==> config.mk <==
export PLATFORM = sky130hd
export DESIGN_NAME = lsu_align_unit
export DESIGN_NICKNAME = d
export VERILOG_FILES = /design/src/rtl/lsu_align_unit.sv
export SDC_FILE = /design/constraint.sdc
export NUM_CORES = 1
export LEC_CHECK = 0
export CORE_ASPECT_RATIO = 1.5
export CORE_MARGIN = 2
export CORE_UTILIZATION = 45
export CTS_CLUSTER_SIZE = 30
export DETAILED_ROUTE_END_ITERATION = 7
export PLACE_DENSITY = 0.81
export SETUP_SLACK_MARGIN = 0.4
export SYNTH_ARGS = -nofsm -noshare
export SYNTH_HDL_FRONTEND = slang
export SYNTH_SLANG_ARGS = --single-unit
export TNS_END_PERCENT = 10
==> constraint.sdc <==
create_clock -name clk -period 7.2 [get_ports clk]
set_input_delay 1.44 -clock clk [delete_from_list [all_inputs] [get_ports clk]]
set_output_delay 1.44 -clock clk [all_outputs]
set_load 0.02 [all_outputs]
==> src/rtl/lsu_align_unit.sv <==
// Load/store alignment unit: maps RISC-V LB/LH/LW/LBU/LHU/SB/SH/SW onto a word-only data memory.
// Latency: loads, SW and errors respond 1 cycle after accept; SB/SH respond after 2 (read, then merged write).
// Backpressure: req_ready is high only in IDLE (and out of reset); a request not accepted must be held by the core.
//
// Ports: clk/reset (async, active-low); req_* request handshake and fields; resp_* one-cycle
// completion pulse with load data and error flag; mem_* word-indexed memory port (combinational
// read data). Defining LSU_STATS_EN adds stat_loads/stat_stores/stat_errs completion counters.
module lsu_align_unit #(
  parameter int ADDR_W = 6,
  parameter int XLEN   = 32
) (
  input  logic              clk,
  input  logic              reset,
  input  logic              req_valid,
  output logic              req_ready,
  input  logic              req_we,
  input  logic [2:0]        req_funct3,
  input  logic [XLEN-1:0]   req_addr,
  input  logic [XLEN-1:0]   req_wdata,
  output logic              resp_valid,
  output logic [XLEN-1:0]   resp_rdata,
  output logic              resp_err,
  output logic [ADDR_W-1:0] mem_addr,
  output logic [XLEN-1:0]   mem_wdata,
  output logic              mem_we,
  output logic              mem_re,
  input  logic [XLEN-1:0]   mem_rdata
`ifdef LSU_STATS_EN
  ,
  output logic [31:0]       stat_loads,
  output logic [31:0]       stat_stores,
  output logic [31:0]       stat_errs
`endif
);

  typedef enum logic [1:0] {IDLE, RMW_WR, RESP} state_t;

  state_t             state_q, state_d;
  logic [XLEN-1:0]    resp_rdata_q, resp_rdata_d;
  logic               resp_err_q, resp_err_d;
  logic [XLEN-1:0]    merge_q, merge_d;
  logic [ADDR_W-1:0]  addr_q, addr_d;
  logic               we_q, we_d;

  logic               accept;
  logic [ADDR_W-1:0]  idx;
  logic [1:0]         off;
  logic               is_byte, is_half, is_word, req_err;
  logic [7:0]         byte_sel;
  logic [15:0]        half_sel;
  logic               ext_bit;
  logic [XLEN-1:0]    load_ext;
  logic [XLEN-1:0]    merged;

  // Upper address bits are deliberately dropped so addresses wrap within the memory.
  logic unused_addr;
  assign unused_addr = ^req_addr[XLEN-1:ADDR_W+2];

  assign idx       = req_addr[ADDR_W+1:2];
  assign off       = req_addr[1:0];
  assign req_ready = (state_q == IDLE) && reset;
  assign accept    = req_valid && req_ready;

  // funct3[2] selects zero-extension for loads; 011/110/111 are illegal.
  assign is_byte = (req_funct3 == 3'b000) || (req_funct3 == 3'b100);
  assign is_half = (req_funct3 == 3'b001) || (req_funct3 == 3'b101);
  assign is_word = (req_funct3 == 3'b010);
  assign req_err = !(is_byte || is_half || is_word)
                 || (is_half && off[0])
                 || (is_word && (off != 2'b00));

  always_comb begin
    byte_sel = 8'h00;
    case (off)
      2'd0: byte_sel = mem_rdata[7:0];
      2'd1: byte_sel = mem_rdata[15:8];
      2'd2: byte_sel = mem_rdata[23:16];
      default: byte_sel = mem_rdata[31:24];
    endcase
    half_sel = off[1] ? mem_rdata[31:16] : mem_rdata[15:0];
    ext_bit  = 1'b0;
    load_ext = mem_rdata;
    if (is_byte) begin
      ext_bit  = !req_funct3[2] && byte_sel[7];
      load_ext = {{(XLEN-8){ext_bit}}, byte_sel};
    end else if (is_half) begin
      ext_bit  = !req_funct3[2] && half_sel[15];
      load_ext = {{(XLEN-16){ext_bit}}, half_sel};
    end
  end

  // Word as it should look after a sub-word store: current contents with the lane replaced.
  always_comb begin
    merged = mem_rdata;
    if (is_byte) merged[{off, 3'b000} +: 8]         = req_wdata[7:0];
    else         merged[{off[1], 4'b0000} +: 16]    = req_wdata[15:0];
  end

  always_comb begin
    state_d      = state_q;
    resp_rdata_d = resp_rdata_q;
    resp_err_d   = resp_err_q;
    merge_d      = merge_q;
    addr_d       = addr_q;
    we_d         = we_q;
    mem_re       = 1'b0;
    mem_we       = 1'b0;
    mem_addr     = '0;
    mem_wdata    = '0;
    case (state_q)
      IDLE: begin
        if (accept) begin
          we_d         = req_we;
          state_d      = RESP;
          resp_rdata_d = '0;
          resp_err_d   = 1'b0;
          if (req_err) begin
            resp_err_d = 1'b1;
          end else if (!req_we) begin
            mem_re       = 1'b1;
            mem_addr     = idx;
            resp_rdata_d = load_ext;
          end else if (is_word) begin
            mem_we    = 1'b1;
            mem_addr  = idx;
            mem_wdata = req_wdata;
          end else begin
            mem_re   = 1'b1;
            mem_addr = idx;
            merge_d  = merged;
            addr_d   = idx;
            state_d  = RMW_WR;
          end
        end
      end
      RMW_WR: begin
        mem_we    = 1'b1;
        mem_addr  = addr_q;
        mem_wdata = merge_q;
        state_d   = RESP;
      end
      RESP: begin
        state_d      = IDLE;
        resp_rdata_d = '0;
        resp_err_d   = 1'b0;
      end
      default: state_d = IDLE;
    endcase
  end

  always_ff @(posedge clk or negedge reset) begin
    if (!reset) begin
      state_q      <= IDLE;
      resp_rdata_q <= '0;
      resp_err_q   <= 1'b0;
      merge_q      <= '0;
      addr_q       <= '0;
      we_q         <= 1'b0;
    end else begin
      state_q      <= state_d;
      resp_rdata_q <= resp_rdata_d;
      resp_err_q   <= resp_err_d;
      merge_q      <= merge_d;
      addr_q       <= addr_d;
      we_q         <= we_d;
    end
  end

  assign resp_valid = (state_q == RESP);
  assign resp_rdata = resp_rdata_q;
  assign resp_err   = resp_err_q;

`ifdef LSU_STATS_EN
  logic [31:0] stat_loads_q, stat_loads_d;
  logic [31:0] stat_stores_q, stat_stores_d;
  logic [31:0] stat_errs_q, stat_errs_d;

  // An erroring store counts only as an error.
  always_comb begin
    stat_loads_d  = stat_loads_q;
    stat_stores_d = stat_stores_q;
    stat_errs_d   = stat_errs_q;
    if (state_q == RESP) begin
      if (resp_err_q)  stat_errs_d   = stat_errs_q + 32'd1;
      else if (we_q)   stat_stores_d = stat_stores_q + 32'd1;
      else             stat_loads_d  = stat_loads_q + 32'd1;
    end
  end

  always_ff @(posedge clk or negedge reset) begin
    if (!reset) begin
      stat_loads_q  <= '0;
      stat_stores_q <= '0;
      stat_errs_q   <= '0;
    end else begin
      stat_loads_q  <= stat_loads_d;
      stat_stores_q <= stat_stores_d;
      stat_errs_q   <= stat_errs_d;
    end
  end

  assign stat_loads  = stat_loads_q;
  assign stat_stores = stat_stores_q;
  assign stat_errs   = stat_errs_q;
`endif

endmodule

# Word-level counts from Yosys, hierarchy flattened
# Index checks and enable logic that the tools add are counted.
# classes
add_sub_neg	2
eq_ne	9
shift	4
muxes	37
n_bitwise	2
n_reduce_logical	21
# ops
op	n
$mux 32	10
$pmux 32 s2	2
$bwmux 32	2
$shift 16x7->32 const A	1
$shift 8x7->32 const A	1
$shiftx 16x7->32	1
$shiftx 8x7->32	1
$pmux 8 s3	1
$mux 16	1
$neg 5->7	2
$mux 6	2
$pmux 6 s2	1
$mux 1	11
$mux 2	4
$eq 3x3->1 const B	2
$logic_and 1x1->1	6
$logic_or 1x1->1	6
$reduce_and 5->1	1
$eq 2x1->1 const B	2
$eq 2x2->1 const B	2
$logic_not 2->1	2
$pmux 1 s2	2
$pmux 2 s2	1
$reduce_bool 2->1	2
7 further kinds	9
# totals
regBits	73
in_bits	103
out_inout_bits	75
wordCells	80

# Longest topological paths before layout
# depth
ltp_word	10
depth_mapped	9
depth_no_buf	6

# Least setup slack after synthesis
# OpenSTA, ideal clock, no wires.
# synth_path
path_type	input port to output port
startpoint	input port req_addr[1]
endpoint	output port mem_wdata[10]
arrival_time_ps	3147
required_ps	5760
path_slack_ps	2613
stages	9
n_path_buf	3
cell_sequence	buf_2 -> inv_1 -> ha_1 -> nor3b_1 -> o21a_4 -> buf_8 -> nor3b_4 -> buf_6 -> a22o_1
# synth_via
elab_chain_cells	6
# synth_rtl
item	line	source
start, declared	18	input logic [XLEN-1:0] req_addr,
$reduce_bool 2->1	70	|| (is_word && (off != 2'b00));
$logic_and 1x1->1	70	
$logic_or 1x1->1	70	
$mux 32	117	if (req_err) begin
$mux 32	112	if (accept) begin
$pmux 32 s2	110	case (state_q)
end, declared	24	output logic [XLEN-1:0] mem_wdata,
# No other way between the ends.

# Worst setup path after layout
# layout_path
startpoint	input port req_addr[0]
endpoint	output port mem_wdata[14]
# layout_via
elab_chain_cells	6
elab_cells_between_ends	8
classes_between	mux (3); reduce/logical (5)
# layout_rtl
item	line
$reduce_bool 2->1 or $logic_and 1x1->1 (tied branches)	70, 69
$logic_and 1x1->1 or $logic_or 1x1->1 (tied branches)	70, 69
$logic_or 1x1->1 *	70
$mux 32 *	117
$mux 32 *	112
$pmux 32 s2 *	110
# Mark *: on every way between the ends. The rest lies on a longest branch, timed or not.

==> impl_metrics.toml <==
[timing]
final-max-slew-violation-count = 0
grt_setup_unrepaired = "no"
period_minus_slack_ps = 6190
final.setup.tns_ps = 0
layout_worst_path_cycle_share_pct = 85.9
clock_skew_ps = 4.14
tightest_pin_transition_ps = 1080
finalSetupViolCount = 0
max_freq_mhz = 162
worst_slew_margin_rel_pct = 27.7
finalHoldViolCount = 0

[floorplanning]
floorplan.io_pins = 178
core_region_area_um2 = 10200
die_span_x_um = 87.6
placement_rows = 45
start_util_pct = 46.3
die-height_um = 129
die-area_um2 = 11300

[global_route]
met3_usage_pct = 3.76
vias_in_the_first_global_route = 4642
gr-total-overflow = 0
gr-usage-all-layers_pct = 26.9
use_met1_pct = 33.2
grt_busiest_layer = "met2"
largest_net_degree_at_the_start_of_global_routing = 77
fraction_of_met2_tracks_used_by_global_routing_pct = 44.9
global_route_wire_length_before_repair_mm = 23.8
antenna_violations_before_repair = 0

[clocking]
cts-resized-gates = 0
post-cts-setup-buffers = 0
cts_tree = "yes"
path_clk_slew_ps = 50
cts.path.max_buffers = 2
htreeDepth = 3
clock-sinks = 73
clock_latency_reported_for_the_late_side_of_the_worst_skew_pair_ps = 340
buffer_cell_driving_the_clock_tree_root = "sky130_fd_sc_hd__clkbuf_16"
total_clock_buffers_created_by_cts = 9
cts_hold_buf = 0

[logic_synthesis]
yosysWarningCount = 0
avgSynthCellArea_um2 = 9.21
synthFlopType = "sky130_fd_sc_hd__dfrtp_1"
synth.most_common_cell = "sky130_fd_sc_hd__dfrtp_1"
synth_edf_count = 0
synth_largest_type_area_fraction_pct = 38.7
ys_seq_area_share_pct = 38.7
post-synth-top-area-cell = "sky130_fd_sc_hd__dfrtp_1"
synth_area_um2 = 4720
ys_ff_latch = 73
synth_cell_types = 51
synthesis.instances = 512
async_reset_ff_share_pct = 100
netlist_top_cells_area = "sky130_fd_sc_hd__dfrtp_1 (39%), sky130_fd_sc_hd__a22o_1 (8.7%), sky130_fd_sc_hd__a21oi_1 (4.5%)"
synth.top_cells.by_count = "sky130_fd_sc_hd__dfrtp_1 (73), sky130_fd_sc_hd__a22o_1 (47), sky130_fd_sc_hd__nand2_1 (44)"
mappedNetlistNets = 620

[worst_setup_path]
critical_path_fanouts_max = 33
crit_type = "in2out"
type_of_origin_of_the_critical_path = "primary input"
timing.critical_path.required_ps = 5760
critical_path.endpoint_type = "output pin"
arrival_ps = 4750
critical_path.slowest_cell = "sky130_fd_sc_hd__clkdlybuf4s50_1"
critical-path-top-delay-family = "buffers and inverters"
worst_path_cell_chain = "clkdlybuf4s50_1 > buf_4 > inv_1 > ha_1 > nor3b_1 > o21a_4 > nor3b_4 > buf_4 > a22o_1 > clkdlybuf4s50_1"
worst-r2r-setup-slack_ps = 4950
critPathMaxStageDelay_ps = 620
worstPathBufferInverterCount = 5

[placed_design]
finalWeightedCongestion = 0.927
io_buffers = 153
dp.final_hpwl_mm = 11.1
place_inst = 768

[route]
final_antenna_violating_net_count = 0
drt-pass1-iter-count = 5
route.detailed.wl_per_inst_um = 19.4
viasPerCell = 6.11
drt_iter0_markers = 476
num_vias = 4794
post-route-drc-count = 0
wl_mm = 15.2

[finish]
final_net_count = 746
final_cell_count_no_fill = 784
share_of_layout_cells_above_drive_strength_1_pct = 8.09
antenna_cells = 0
synthToLayoutAreaGrowth_pct = 40.6
postLayoutCoreUtil_pct = 65.0

[power_and_ir_drop]
power.ir.vdd_worst_uv = 117
power.density_cell_area_nw_per_um2 = 210
static-leakage-power_uw = 0.00273
power.total_uw = 1390

[hold_path]
path_category_of_the_worst_min_delay_check = "reg2reg"

[run]
maxCapViolations = 0

[run_status]
status = "finished, final reports clean"
## metrics by stage
stage	setup slack [ps]	cell area [um^2]	hold WS [ps]
2_1_floorplan	2610	4720	449
3_3_place_gp	1110	6270	465
3_5_place_dp	1080	6270	469
4_1_cts	1070	6630	481
5_1_grt	877	6630	502
6_report	1010	6630	476
## kinds of logic after synthesis
family	share of synthesized area, %
mux	4.83
compound gates	34.9
buf+inv	6.95
fa+ha+maj	1.33
simple gates	13.3
flops	38.7
## metal layers
layer  up-vias  wire length, um
met5         -                0
met4         0              734
met3        49              951
met2       249             7660
met1      2303             5870
li1       2193                -
## state kept, by name, indices dropped and copies added (netlist names)
| register | flops |
|---|---|
| addr_q | 6 |
| merge_q | 32 |
| resp_err | 1 |
| resp_rdata | 32 |
| state_q | 2 |
## layout make-up
type	count	area, um^2
Inverter	28	105
Clock buffer	11	233
Clock inverter	5	128
Timing Repair Buffer	162	1600
Fill cell	842	3560
Tap cell	141	176
Sequential cell	73	1830
Multi-Input combinational cell	364	2560
## cells in the final DEF (no fill, tap or decap), types with 5 or more instances in the layout
master | netlist | final
sky130_fd_sc_hd__a211oi_1 | 8 | 8
sky130_fd_sc_hd__a21oi_1 | 42 | 42
sky130_fd_sc_hd__a221o_1 | 15 | 15
sky130_fd_sc_hd__a221oi_1 | 24 | 24
sky130_fd_sc_hd__a22o_1 | 47 | 47
sky130_fd_sc_hd__a22o_2 | 6 | 6
sky130_fd_sc_hd__a22oi_1 | 8 | 8
sky130_fd_sc_hd__a311oi_1 | 7 | 7
sky130_fd_sc_hd__buf_4 | 0 | 10
sky130_fd_sc_hd__clkbuf_16 | 0 | 9
sky130_fd_sc_hd__clkdlybuf4s50_1 | 0 | 152
sky130_fd_sc_hd__dfrtp_1 | 73 | 73
sky130_fd_sc_hd__ha_1 | 5 | 5
sky130_fd_sc_hd__inv_1 | 27 | 27
sky130_fd_sc_hd__mux2_2 | 6 | 6
sky130_fd_sc_hd__mux2i_1 | 16 | 16
sky130_fd_sc_hd__nand2_1 | 44 | 44
sky130_fd_sc_hd__nand3_1 | 25 | 25
sky130_fd_sc_hd__nor2_1 | 6 | 6
sky130_fd_sc_hd__nor2b_1 | 14 | 13
sky130_fd_sc_hd__nor3_1 | 11 | 11
sky130_fd_sc_hd__o21a_1 | 8 | 8
sky130_fd_sc_hd__o21ai_0 | 29 | 29
sky130_fd_sc_hd__o21ai_1 | 5 | 5
sky130_fd_sc_hd__o21bai_1 | 9 | 9
## final timing paths
path,startpoint,endpoint,cells past startpoint
min reg2reg,resp_rdata[20],resp_rdata[20],2
min,resp_rdata[20],resp_rdata[20],2
max in group asynchronous,reset,state_q[1],2
min in group asynchronous,reset,merge_q[18],2
max reg2reg,state_q[0],addr_q[2],4
max,req_addr[0],mem_wdata[14],10
## power by group
group	leakage, uW	switching [uW]	internal [uW]
Sequential	0.000924	46.2	482
Combinational	0.00164	167	152
Clock	0.000170	168	374
## worst register-to-register path, cell delays in order, from the launching register on
cell and delay (ps):
sky130_fd_sc_hd__dfrtp_1 740, sky130_fd_sc_hd__and4bb_4 340, sky130_fd_sc_hd__nand4b_2 80, sky130_fd_sc_hd__buf_4 540, sky130_fd_sc_hd__mux2_2 430
Note: power is estimated with default switching activity, not from simulation.
